**src/rtl/command_driver_pkg.sv**
```systemverilog
`default_nettype none
// ============================================================================
// Module      : command_driver_pkg
// Description : Shared definitions for the driver -> DDR2-controller command
//               path: command codes, FSM states, address field offsets and
//               the block-length helper.
// Revision    : 1.0 - initial release
// ============================================================================
package command_driver_pkg;

    typedef logic [15:0] ulogic16;
    typedef logic [24:0] ulogic25;
    typedef logic [5:0]  ulogic6;

    // Command codes on the controller bus; code 7 is treated like NOP.
    typedef enum logic [2:0] {
        CMD_NOP       = 3'd0,
        CMD_SCALAR_RD = 3'd1,
        CMD_SCALAR_WR = 3'd2,
        CMD_BLK_RD    = 3'd3,
        CMD_BLK_WR    = 3'd4,
        CMD_ATOMIC_RD = 3'd5,
        CMD_ATOMIC_WR = 3'd6
    } cmd_e;

    localparam logic [2:0] CMD_NOP_ALT = 3'd7;

    typedef enum logic [1:0] {
        ST_IDLE     = 2'd0,
        ST_ISSUE    = 2'd1,
        ST_BLK_DATA = 2'd2
    } state_e;

    // Address layout {row, col_hi, bank, col_lo}
    localparam int ADDR_ROW_LSB    = 12;
    localparam int ADDR_COLHI_LSB  = 5;
    localparam int ADDR_BANK_LSB   = 3;
    localparam int ADDR_COLLO_LSB  = 0;

    localparam int BEAT_UNIT = 8;

    // Number of data beats in a block transfer for a given size code.
    function automatic ulogic6 beats_for(input logic [1:0] sz);
        return 6'(BEAT_UNIT * (32'(sz) + 1));
    endfunction

endpackage
`default_nettype wire

```
**src/rtl/command_driver_blk_beat_counter.sv**
```systemverilog
`default_nettype none
// ============================================================================
// Module      : command_driver_blk_beat_counter
// Description : Down-counter for block-write data beats. Loads the beat
//               total, decrements once per consumed beat, flags the last one.
// Revision    : 1.0 - initial release
// ============================================================================
module command_driver_blk_beat_counter
    import command_driver_pkg::*;
(
    input  logic       clk,
    input  logic       reset_n,
    input  logic       load,
    input  logic [5:0] load_val,
    input  logic       dec,
    output logic       last
);

    ulogic6 count_q;
    ulogic6 count_d;

    // Load has priority; never decrement below zero.
    always_comb begin
        count_d = count_q;
        if (load) begin
            count_d = load_val;
        end else if (dec && (count_q != 6'd0)) begin
            count_d = count_q - 6'd1;
        end
    end

    // Beat count register.
    always_ff @(posedge clk or negedge reset_n) begin
        if (!reset_n) begin
            count_q <= 6'd0;
        end else begin
            count_q <= count_d;
        end
    end

    assign last = (count_q == 6'd1);

endmodule
`default_nettype wire

```
**src/rtl/command_driver.sv**
```systemverilog
`default_nettype none
// ============================================================================
// Module      : command_driver
// Description : Accepts transaction requests from the stimulus generator and
//               presents them on the DDR2-controller command bus, streaming
//               block-write beats while the controller is fetching.
// Revision    : 1.0 - initial release
// ============================================================================
module command_driver
    import command_driver_pkg::*;
#(
    parameter int CNT_W = 16,
    parameter int DEBUG = 0
)
(
    input  logic             clk,
    input  logic             reset_n,
    input  logic             init_done,
    input  logic             req_valid,
    output logic             req_ready,
    input  logic [2:0]       req_cmd,
    input  logic [1:0]       req_sz,
    input  logic [2:0]       req_op,
    input  logic [24:0]      req_addr,
    input  logic [15:0]      req_data,
    input  logic             wdata_valid,
    output logic             wdata_ready,
    input  logic [15:0]      wdata,
    input  logic             notfull,
    input  logic             fetching,
    output logic [2:0]       cmd,
    output logic [1:0]       sz,
    output logic [2:0]       op,
    output logic [24:0]      addr,
    output logic [15:0]      din,
    output logic             busy,
    output logic             underrun,
    output logic [CNT_W-1:0] cmd_count
);

    state_e           state_q, state_d;
    logic [2:0]       cmd_q, cmd_d;
    logic [1:0]       sz_q, sz_d;
    logic [2:0]       op_q, op_d;
    ulogic25          addr_q, addr_d;
    ulogic16          din_q, din_d;
    logic [CNT_W-1:0] count_q, count_d;
    logic             underrun_q, underrun_d;
    logic             beat_load;
    logic             beat_dec;
    logic             beat_last;

    // Requests are taken only from IDLE once the controller is initialised and
    // has room; gating with reset_n keeps the handshake quiet during reset.
    assign req_ready = reset_n && (state_q == ST_IDLE) && init_done && notfull;

    // Next-state and output-register update for the 3-state issue FSM.
    always_comb begin
        state_d    = state_q;
        cmd_d      = cmd_q;
        sz_d       = sz_q;
        op_d       = op_q;
        addr_d     = addr_q;
        din_d      = din_q;
        count_d    = count_q;
        underrun_d = underrun_q;
        beat_load  = 1'b0;
        beat_dec   = 1'b0;
        case (state_q)
            ST_IDLE: begin
                // NOP codes are consumed from the request stream but never issued.
                if (req_valid && req_ready &&
                    (req_cmd != CMD_NOP) && (req_cmd != CMD_NOP_ALT)) begin
                    cmd_d  = req_cmd;
                    sz_d   = req_sz;
                    op_d   = req_op;
                    addr_d = req_addr;
                    if ((req_cmd == CMD_SCALAR_WR) || (req_cmd == CMD_ATOMIC_RD) ||
                        (req_cmd == CMD_ATOMIC_WR)) begin
                        din_d = req_data;
                    end else begin
                        din_d = 16'd0;
                    end
                    state_d = ST_ISSUE;
                end
            end
            ST_ISSUE: begin
                // The captured command is on the bus for exactly this cycle.
                count_d = count_q + 1'b1;
                cmd_d   = CMD_NOP;
                if (cmd_q == CMD_BLK_WR) begin
                    beat_load = 1'b1;
                    state_d   = ST_BLK_DATA;
                end else begin
                    state_d = ST_IDLE;
                end
            end
            ST_BLK_DATA: begin
                // A fetch with no beat available still counts; it is flagged.
                if (fetching) begin
                    beat_dec = 1'b1;
                    if (!wdata_valid) begin
                        underrun_d = 1'b1;
                    end
                    if (beat_last) begin
                        state_d = ST_IDLE;
                    end
                end
            end
            default: begin
                state_d = ST_IDLE;
            end
        endcase
    end

    // State and output registers.
    always_ff @(posedge clk or negedge reset_n) begin
        if (!reset_n) begin
            state_q    <= ST_IDLE;
            cmd_q      <= 3'd0;
            sz_q       <= 2'd0;
            op_q       <= 3'd0;
            addr_q     <= 25'd0;
            din_q      <= 16'd0;
            count_q    <= '0;
            underrun_q <= 1'b0;
        end else begin
            state_q    <= state_d;
            cmd_q      <= cmd_d;
            sz_q       <= sz_d;
            op_q       <= op_d;
            addr_q     <= addr_d;
            din_q      <= din_d;
            count_q    <= count_d;
            underrun_q <= underrun_d;
        end
    end

    command_driver_blk_beat_counter u_beat_counter (
        .clk      (clk),
        .reset_n  (reset_n),
        .load     (beat_load),
        .load_val (beats_for(sz_q)),
        .dec      (beat_dec),
        .last     (beat_last)
    );

    // During block data the write beat passes straight through to the controller.
    assign din         = (state_q == ST_BLK_DATA) ? (wdata_valid ? wdata : 16'd0) : din_q;
    assign wdata_ready = reset_n && (state_q == ST_BLK_DATA) && fetching;
    assign cmd         = cmd_q;
    assign sz          = sz_q;
    assign op          = op_q;
    assign addr        = addr_q;
    assign busy        = (state_q != ST_IDLE);
    assign underrun    = underrun_q;
    assign cmd_count   = count_q;

    // Hook for simulation-only command tracing; carries no hardware.
    if (DEBUG != 0) begin : g_debug_hook
    end

endmodule
`default_nettype wire
```
**config.mk**
```make
export PLATFORM = sky130hd
export DESIGN_NAME = command_driver
export DESIGN_NICKNAME = d
export VERILOG_FILES = /design/src/rtl/command_driver_pkg.sv /design/src/rtl/command_driver_blk_beat_counter.sv /design/src/rtl/command_driver.sv
export SDC_FILE = /design/constraint.sdc
export NUM_CORES = 1
export LEC_CHECK = 0
export CAP_MARGIN = 20
export CORE_MARGIN = 5
export CORE_UTILIZATION = 44
export DETAILED_ROUTE_END_ITERATION = 12
export PLACE_DENSITY_LB_ADDON = 0.25
export SLEW_MARGIN = 10
export SYNTH_ARGS = -nofsm -noshare
export SYNTH_HDL_FRONTEND = slang
export SYNTH_SLANG_ARGS = --single-unit
```
**constraint.sdc**
```tcl
create_clock -name clk -period 2.3 [get_ports clk]
set_input_delay 0.46 -clock clk [delete_from_list [all_inputs] [get_ports clk]]
set_output_delay 0.46 -clock clk [all_outputs]
set_load 0.005 [all_outputs]
```
==> reports/results.ini, run 1 <==
[place]
dp_hpwl_um=6620
port_buffers=140
place_congestion=0.889

[setup_path]
cp-end-kind=output pin
crit_start=wdata_valid
cp_data_required_time_ps=1840
crit_fanout=10
critPathKind=input pin to output pin
r2r-start=state_q[1]$_DFFE_PN0P_
cp-start-kind=input pin
cp.arrival_ps=1780

[finish]
n_fill_cell=623
seqCellArea_um2=1850
n_antenna_cell=0
drive_gt1_frac=0.138
final_cell_mix=clkdlybuf4s50_1 (125), dfrtp_1 (73), nand2_1 (65)
final_common_cell=clkdlybuf4s50_1
multi_input_area_um2=1530
area_growth_pct=49.2
nets=544

[pwr]
seq_power_share=0.409
p_leak_nw=2.54
power.share.clock=0.172
p_per_area_nw_per_um2=953
p_int_mw=3.53
p_sw_frac=0.306
switching_power_mw=1.55
combPwrFrac=0.419
max-vdd-ir-drop_mv=0.538

[timing]
skew_ps=12.7
final_min_period_over_clock_period=0.975
worst_pin_slew_ps=597
grt_setup_unrepaired=false
hold_slack_ps=158
hold_viol_final=0
tns_ps=0
slew_headroom=0.600
finalSetupViolCount=0
min_period_ps=2240
maxClockFrequency_mhz=446
slew_viol_final=0

[synth]
synth-warning-count=0
synth-seq-cells=74
syn_area_um2=3580
netlist_instances=316
syn_nets=393
yosysSeqAreaShare=0.518
synth.distinct_cells=37
avgSynthCellArea_um2=11.3

[clock_tree]
clock-sinks=74
ctsLongestPathBuffers=2
clk_latency_ps=340
cts_buffers=9
cts_root_buffer=clkbuf_8
ctsHtreeMaxLevel=3
cts_tree=yes
clk_pin_slew_ps=80

[detailed_routing]
viasPerCell=4.87
drtAntennaViolNets=0
first_iter_violations=61
drtPass1Iterations=4
wl_per_cell_um=15.1
route.detailed.drc=0
finalWirelength_um=8680
num_vias=2796

[worst_hold_path]
hp-class=input pin to asynchronous set/reset pin

[outcome]
status=completed

[floorplan]
die_area_um2=10000
die_y_um=100
core_um2=7810
die_w_um=100
initial_utilization=0.458
rows=32
ios=141

[grt]
overflow=0
grt_antenna_before_repair=0
grt_pass1_wl_um=14000
grt_use_total=0.174
grt_pass1_vias=2850
grt_start_max_net_pins=39

[run]
drv_cap=0

[through the flow]
stage          utilization  instance area [um2]  setup slack [ps]  instances  power [mW]
4_1_cts              0.679                 5300              3.20        574        5.17
3_3_place_gp         0.655                 5120              31.3        556        4.23
2_1_floorplan            -                 3580               638        316        2.98
6_report             0.683                 5340              58.5        574        5.09
3_5_place_dp         0.655                 5120              1.02        556        4.29
5_1_grt              0.683                 5340              10.4        574        5.44
[cell families after synthesis]
logic type / share of synthesized area
simple gates: 0.143
flops: 0.518
mux: 0.185
buf+inv: 0.0577
compound gates: 0.0430
xor+xnor: 0.0367
fa+ha+maj: 0.0175
[synthesized netlist by cell type]
| master | number | share of area |
|---|---|---|
| xnor2_1 | 8 | 0.020 |
| xor2_1 | 7 | 0.017 |
| nor2_4 | 1 | 0.0031 |
| buf_12 | 3 | 0.017 |
| nor3_1 | 3 | 0.0042 |
| inv_1 | 24 | 0.025 |
| and3_1 | 3 | 0.0052 |
| o311ai_1 | 1 | 0.0024 |
| dfrtp_1 | 74 | 0.52 |
| a21o_1 | 1 | 0.0021 |
| mux2i_1 | 21 | 0.059 |
| nand4_1 | 2 | 0.0035 |
| o21bai_1 | 1 | 0.0021 |
| buf_6 | 3 | 0.0094 |
| a211o_1 | 1 | 0.0024 |
| o21ai_0 | 19 | 0.027 |
| nor2_1 | 9 | 0.0094 |
| nand2_1 | 65 | 0.068 |
| mux2_4 | 30 | 0.13 |
| or3_1 | 1 | 0.0017 |
| nor4_1 | 3 | 0.0052 |
| o21ai_1 | 1 | 0.0014 |
| and4b_1 | 1 | 0.0028 |
| or2_4 | 1 | 0.0024 |
| nand4b_1 | 1 | 0.0024 |
| a21oi_1 | 1 | 0.0014 |
| nor3b_1 | 1 | 0.0021 |
| nand3_1 | 9 | 0.013 |
| nand4_2 | 2 | 0.0070 |
| nand3b_1 | 2 | 0.0042 |
| nand2b_1 | 2 | 0.0035 |
| clkbuf_1 | 6 | 0.0063 |
| o211ai_1 | 1 | 0.0021 |
| o311ai_0 | 1 | 0.0024 |
| ha_1 | 5 | 0.017 |
| or4b_1 | 1 | 0.0028 |
| and2b_1 | 1 | 0.0021 |
[sequential cells by signal (all words and copies together) (netlist names)]
signal and flops:
cmd 3, cmd_count 16, addr 25, u_beat_counter.count_q 6, state_q 2, op 3
underrun 1, sz 2, din_q 16
[power groups by stage]
stage               clock network (mW)  logic [mW]  registers [mW]
CTS                              0.894        2.20            2.08
finish                           0.872        2.13            2.08
global placement                     0        2.16            2.07
floorplan                            0       0.929            2.05
detailed placement                   0        2.21            2.09
global route                     0.953        2.33            2.15
[area by class of cell]
type / instances / share of cell area
inverter: 24 / 0.0169
timing repair buffer: 152 / 0.293
clock inverter: 7 / 0.00868
clock buffer: 9 / 0.0232
tap: 102 / 0.0239
sequential: 74 / 0.347
multi-input combinational: 206 / 0.287
[critical path, stage by stage]
cell	delay [ps]
clkdlybuf4s50_1	470
buf_4	160
nand2_1	60
o21ai_1	120
clkdlybuf4s50_1	510
[routing by layer]
metal | vias to the layer above | GRT usage | part of all wire
li1 | 1361 | - | -
met4 | 0 | 0.0798 | 0.022
met5 | - | 0 | 0
met2 | 119 | 0.272 | 0.46
met1 | 1301 | 0.223 | 0.42
met3 | 15 | 0.0535 | 0.094
[worst paths after layout]
check	end	slack [ps]	cells after the start
max	din[8]	60	5
min	u_beat_counter.count_q[4]$_DFFE_PN0P_	160	2
max reg2reg	addr[8]$_DFFE_PN0P_	530	5
min reg2reg	cmd_count[15]$_DFFE_PN0P_	470	1
max in group asynchronous	cmd_count[13]$_DFFE_PN0P_	1190	2
min in group clk	cmd_count[15]$_DFFE_PN0P_	470	1
[what timing repair did]
action                                  CTS  global route
endpoints found under the hold margin    14             0
hold buffers                              1             0
buffers inserted                          1             0
endpoints found under the setup margin   12            13
cloned                                    0             0
resized for setup                         5            17
Note: power is estimated with default switching activity, not from simulation.
==> inputs of run 2 (changes only) <==
--- a/config.mk
+++ b/config.mk
@@ -5,11 +5,13 @@
 export SDC_FILE = /design/constraint.sdc
 export NUM_CORES = 1
 export LEC_CHECK = 0
+export ABC_CLOCK_PERIOD_IN_PS = 2100
 export CAP_MARGIN = 20
 export CORE_MARGIN = 5
 export CORE_UTILIZATION = 44
 export DETAILED_ROUTE_END_ITERATION = 12
 export PLACE_DENSITY_LB_ADDON = 0.25
+export SKIP_CTS_REPAIR_TIMING = 1
 export SLEW_MARGIN = 10
 export SYNTH_ARGS = -nofsm -noshare
 export SYNTH_HDL_FRONTEND = slang
==> constraint.sdc (replaced) <==
create_clock -name clk -period 2.1 [get_ports clk]
set_input_delay 0.42 -clock clk [delete_from_list [all_inputs] [get_ports clk]]
set_output_delay 0.42 -clock clk [all_outputs]
set_load 0.005 [all_outputs]
==> run 2 against run 1 <==
Total power rose by 19%. Count of clock-buffer cells in the layout rose by 1. Setup slack got worse by 7.1 ps. Sequential share of layout area fell by 0.83 points. Flip-flop and latch count did not move. Register-to-register slack got worse by 310 ps. Critical path type is now flop to output pin.
==> reports/results.ini, run 2 (same netlist as run 1, synthesis figures left out) <==
[outcome]
status=completed

[setup_path]
r2r-start=state_q[0]$_DFFE_PN0P_
rr_worst_depth=6
cp-start-kind=flop
rrSetupSlack_ps=220
cp.arrival_ps=1630
crit_fanout=5
cp_data_required_time_ps=1680
cp-end-kind=output pin
critPathKind=flop to output pin
r2r-end=addr[21]$_DFFE_PN0P_

[clock_tree]
clk_pin_slew_ps=80
ctsHtreeMaxLevel=3
clk_latency_ps=330
ctsLongestPathBuffers=2
cts_tree=yes
cts_root_buffer=clkbuf_8
cts_buffers=9
clock-sinks=74

[grt]
grt_antenna_before_repair=0
overflow=0
grt_pass1_wl_um=14400
grt_start_max_net_pins=39
grt_pass1_vias=2914
grt_use_total=0.179

[pwr]
max-vdd-ir-drop_mv=0.527
p_leak_nw=2.66
p_per_area_nw_per_um2=1110

[detailed_routing]
wl_per_cell_um=15.6
viasPerCell=4.88
drtAntennaViolNets=0
drtPass1Iterations=4
finalWirelength_um=8980
route.detailed.drc=0
num_vias=2817
first_iter_violations=64

[timing]
hold_viol_final=0
worst_pin_slew_ps=510
skew_ps=7.51
slew_viol_final=0
maxClockFrequency_mhz=488
slew_headroom=0.657
final_min_period_over_clock_period=0.976
hold_slack_ps=57.2
worst_slack_ps=51.4
min_period_ps=2050
finalSetupViolCount=0

[finish]
multi_input_area_um2=1530
post-route-cell-area_um2=5460
final_cell_mix=clkdlybuf4s50_1 (121), dfrtp_1 (74), nand2_1 (65)
n_fill_cell=586
n_antenna_cell=0
seqCellArea_um2=1850
final_common_cell=clkdlybuf4s50_1
largest_reg_flops=25
nets=547
drive_gt1_frac=0.143
area_growth_pct=52.7

[floorplan]
die_w_um=100
initial_utilization=0.458
die_area_um2=10000
die_y_um=100
rows=32
ios=141
core_um2=7810

[place]
place_congestion=0.885
pre_cts_ws_ps=-123
placed_cell_area_um2=5120
port_buffers=140
dp_hpwl_um=6700

[worst_hold_path]
hp-class=input pin to asynchronous set/reset pin

[run]
drv_cap=0

==> run 2: stage by stage <==
stage / utilization / TNS (ps) / total power, mW / std cells
2_1_floorplan: - / 0 / 3.26 / 316
3_3_place_gp: 0.656 / -1240 / 4.64 / 558
3_5_place_dp: 0.656 / -1510 / 4.71 / 558
4_1_cts: 0.688 / -2960 / 6.11 / 574
5_1_grt: 0.700 / -6.20 / 6.45 / 577
6_report: 0.700 / 0 / 6.05 / 577
==> run 2: worst max-delay path by stage <==
| stage | cells past startpoint | end | from |
|---|---|---|---|
| after detailed placement | 5 | din[7] | wdata_valid |
| after CTS | 4 | din[7] | state_q[0]$_DFFE_PN0P_ |
| after global routing | 3 | busy | state_q[0]$_DFFE_PN0P_ |
| final | 3 | busy | state_q[0]$_DFFE_PN0P_ |
| after global placement | 5 | din[8] | wdata_valid |
| after floorplan | 6 | addr[0]$_DFFE_PN0P_ | state_q[0]$_DFFE_PN0P_ |
==> run 2: routing by layer <==
layer	vias to the layer above	track usage	part of all wire
li1	1366	-	-
met1	1338	0.221	0.41
met2	102	0.295	0.48
met3	11	0.0632	0.091
met4	0	0.0580	0.016
met5	-	0	0
==> run 2: worst max-delay path: stages (launching register included) <==
cell	delay (ps)
dfrtp_1	430
buf_4	160
or2_4	270
clkdlybuf4s50_1	450
==> run 2: area by class of cell <==
cell class	instances	area share
multi-input combinational	206	0.280
timing repair buffer	155	0.295
clock buffer	10	0.0252
sequential	74	0.339
tap	102	0.0234
clock inverter	6	0.0208
inverter	24	0.0165
==> run 2: power breakdown <==
group | total, mW | switching, mW | leakage, nW | internal, mW
clock | 1.35 | 0.531 | 0.119 | 0.824
sequential | 2.28 | 0.355 | 0.928 | 1.92
combinational | 2.42 | 0.848 | 1.62 | 1.57
total | 6.05 | 1.73 | 2.66 | 4.32
==> inputs of run 3 (changes only) <==
--- a/config.mk
+++ b/config.mk
@@ -11,6 +11,7 @@
 export CORE_UTILIZATION = 44
 export DETAILED_ROUTE_END_ITERATION = 12
 export PLACE_DENSITY_LB_ADDON = 0.25
+export SETUP_SLACK_MARGIN = 0.02
 export SKIP_CTS_REPAIR_TIMING = 1
 export SLEW_MARGIN = 10
 export SYNTH_ARGS = -nofsm -noshare
==> run 3 against run 2 <==
Final area hardly changed. Flip-flop and latch count stayed put. Highest routed layer unchanged. Hold slack hardly changed. Critical endpoint is now din[12]. Clock skew stayed put. Wire length hardly changed. Largest power group unchanged. Non-clock buffer count stayed put. Critical path type unchanged. Utilization hardly changed. Die area stayed put. Sequential share of layout area hardly changed.
==> reports/results.ini, run 3 (same netlist as run 1, synthesis figures left out) <==
[detailed_routing]
wl_per_cell_um=15.6
finalWirelength_um=8990
drtPass1Iterations=4
route.detailed.drc=0
viasPerCell=4.88
met2_length_um=4340
num_vias=2817
drtAntennaViolNets=0
maxUsedRoutingLayer=met4
wl_met3_um=822
m1WireLength_um=3680
first_iter_violations=63

[timing]
final_min_period_over_clock_period=0.939
maxClockFrequency_mhz=507
slew_viol_final=0
min_period_ps=1970
skew_ps=7.51
grt_setup_unrepaired=false
finalSetupViolCount=0
worst_slack_ps=129
hold_slack_ps=57.2
worst_pin_slew_ps=510
slew_headroom=0.657
hold_viol_final=0

[finish]
n_fill_cell=586
multi_input_area_um2=1530
nets=547
seqCellArea_um2=1850
drive_gt1_frac=0.143
largest_reg_flops=25
final_common_cell=clkdlybuf4s50_1
fin_cells=577
area_growth_pct=52.8
final_cell_mix=clkdlybuf4s50_1 (120), dfrtp_1 (74), nand2_1 (65)
n_antenna_cell=0
post-route-cell-area_um2=5470

[pwr]
seq_power_share=0.377
p_leak_nw=2.67
power.share.clock=0.224
p_int_mw=4.32
switching_power_mw=1.73
p_per_area_nw_per_um2=1110
combPwrFrac=0.400
max-vdd-ir-drop_mv=0.527
p_sw_frac=0.286

[place]
pre_cts_ws_ps=-123
dp_hpwl_um=6700
placed_cell_area_um2=5120
place_congestion=0.885
placedCellCount=558
port_buffers=140

[grt]
grt_start_max_net_pins=39
grt_pass1_vias=2914
grt_use_total=0.179
grt_pass1_wl_um=14400
overflow=0
grt_antenna_before_repair=0

[setup_path]
crit_fanout=16
cp.arrival_ps=1550
cp_data_required_time_ps=1680
cp-start-kind=flop
rrSetupSlack_ps=220
cp-end-kind=output pin
critPathKind=flop to output pin

[clock_tree]
ctsLongestPathBuffers=2
ctsHtreeMaxLevel=3
cts_root_buffer=clkbuf_8
cts_buffers=9
clk_pin_slew_ps=80
clock-sinks=74
clk_latency_ps=330
cts_tree=yes

[run]
drv_cap=0

[floorplan]
core_um2=7810
die_area_um2=10000
initial_utilization=0.458
die_y_um=100
die_w_um=100
ios=141
rows=32

[worst_hold_path]
hp-class=input pin to asynchronous set/reset pin

[outcome]
status=completed

## run 3: worst paths after layout
| kind | startpoint | to | cells past startpoint |
|---|---|---|---|
| max reg2reg | state_q[0]$_DFFE_PN0P_ | addr[21]$_DFFE_PN0P_ | 6 |
| min in group clk | cmd_count[15]$_DFFE_PN0P_ | cmd_count[15]$_DFFE_PN0P_ | 1 |
| max in group asynchronous | reset_n | cmd_count[3]$_DFFE_PN0P_ | 2 |
| min reg2reg | cmd_count[15]$_DFFE_PN0P_ | cmd_count[15]$_DFFE_PN0P_ | 1 |
| min | reset_n | sz[0]$_DFFE_PN0P_ | 2 |
| max | state_q[0]$_DFFE_PN0P_ | din[12] | 5 |
## run 3: power by group through the flow
stage / clock network [mW] / logic [mW] / registers, mW
final: 1.35 / 2.42 / 2.28
after global routing: 1.44 / 2.65 / 2.36
after CTS: 1.39 / 2.44 / 2.28
after detailed placement: 0 / 2.42 / 2.29
after floorplan: 0 / 1.02 / 2.24
after global placement: 0 / 2.37 / 2.27
## run 3: worst max-delay path, cell delays in order (launching register included)
cell            delay (ps)
dfrtp_1                430
nand2b_4               170
buf_4                  150
clkbuf_16              160
o21ai_0                160
dlymetal6s2s_1         150
## run 3: layer usage
metal  global-route usage  vias up
met4               0.0580        0
met1                0.221     1338
met5                    0        -
met3               0.0632       11
met2                0.295      102
li1                     -     1366
## run 3: area by class of cell
type	count	share of cell area
sequential	74	0.339
clock inverter	6	0.0208
timing repair buffer	155	0.295
multi-input combinational	206	0.280
clock buffer	10	0.0252
inverter	24	0.0165
tap	102	0.0234
## run 3: through the flow
step | power (mW) | util | setup TNS [ps]
6_report | 6.05 | 0.700 | 0
2_1_floorplan | 3.26 | - | 0
5_1_grt | 6.45 | 0.700 | 0
4_1_cts | 6.11 | 0.688 | -2960
3_5_place_dp | 4.71 | 0.656 | -1510
3_3_place_gp | 4.64 | 0.656 | -1240
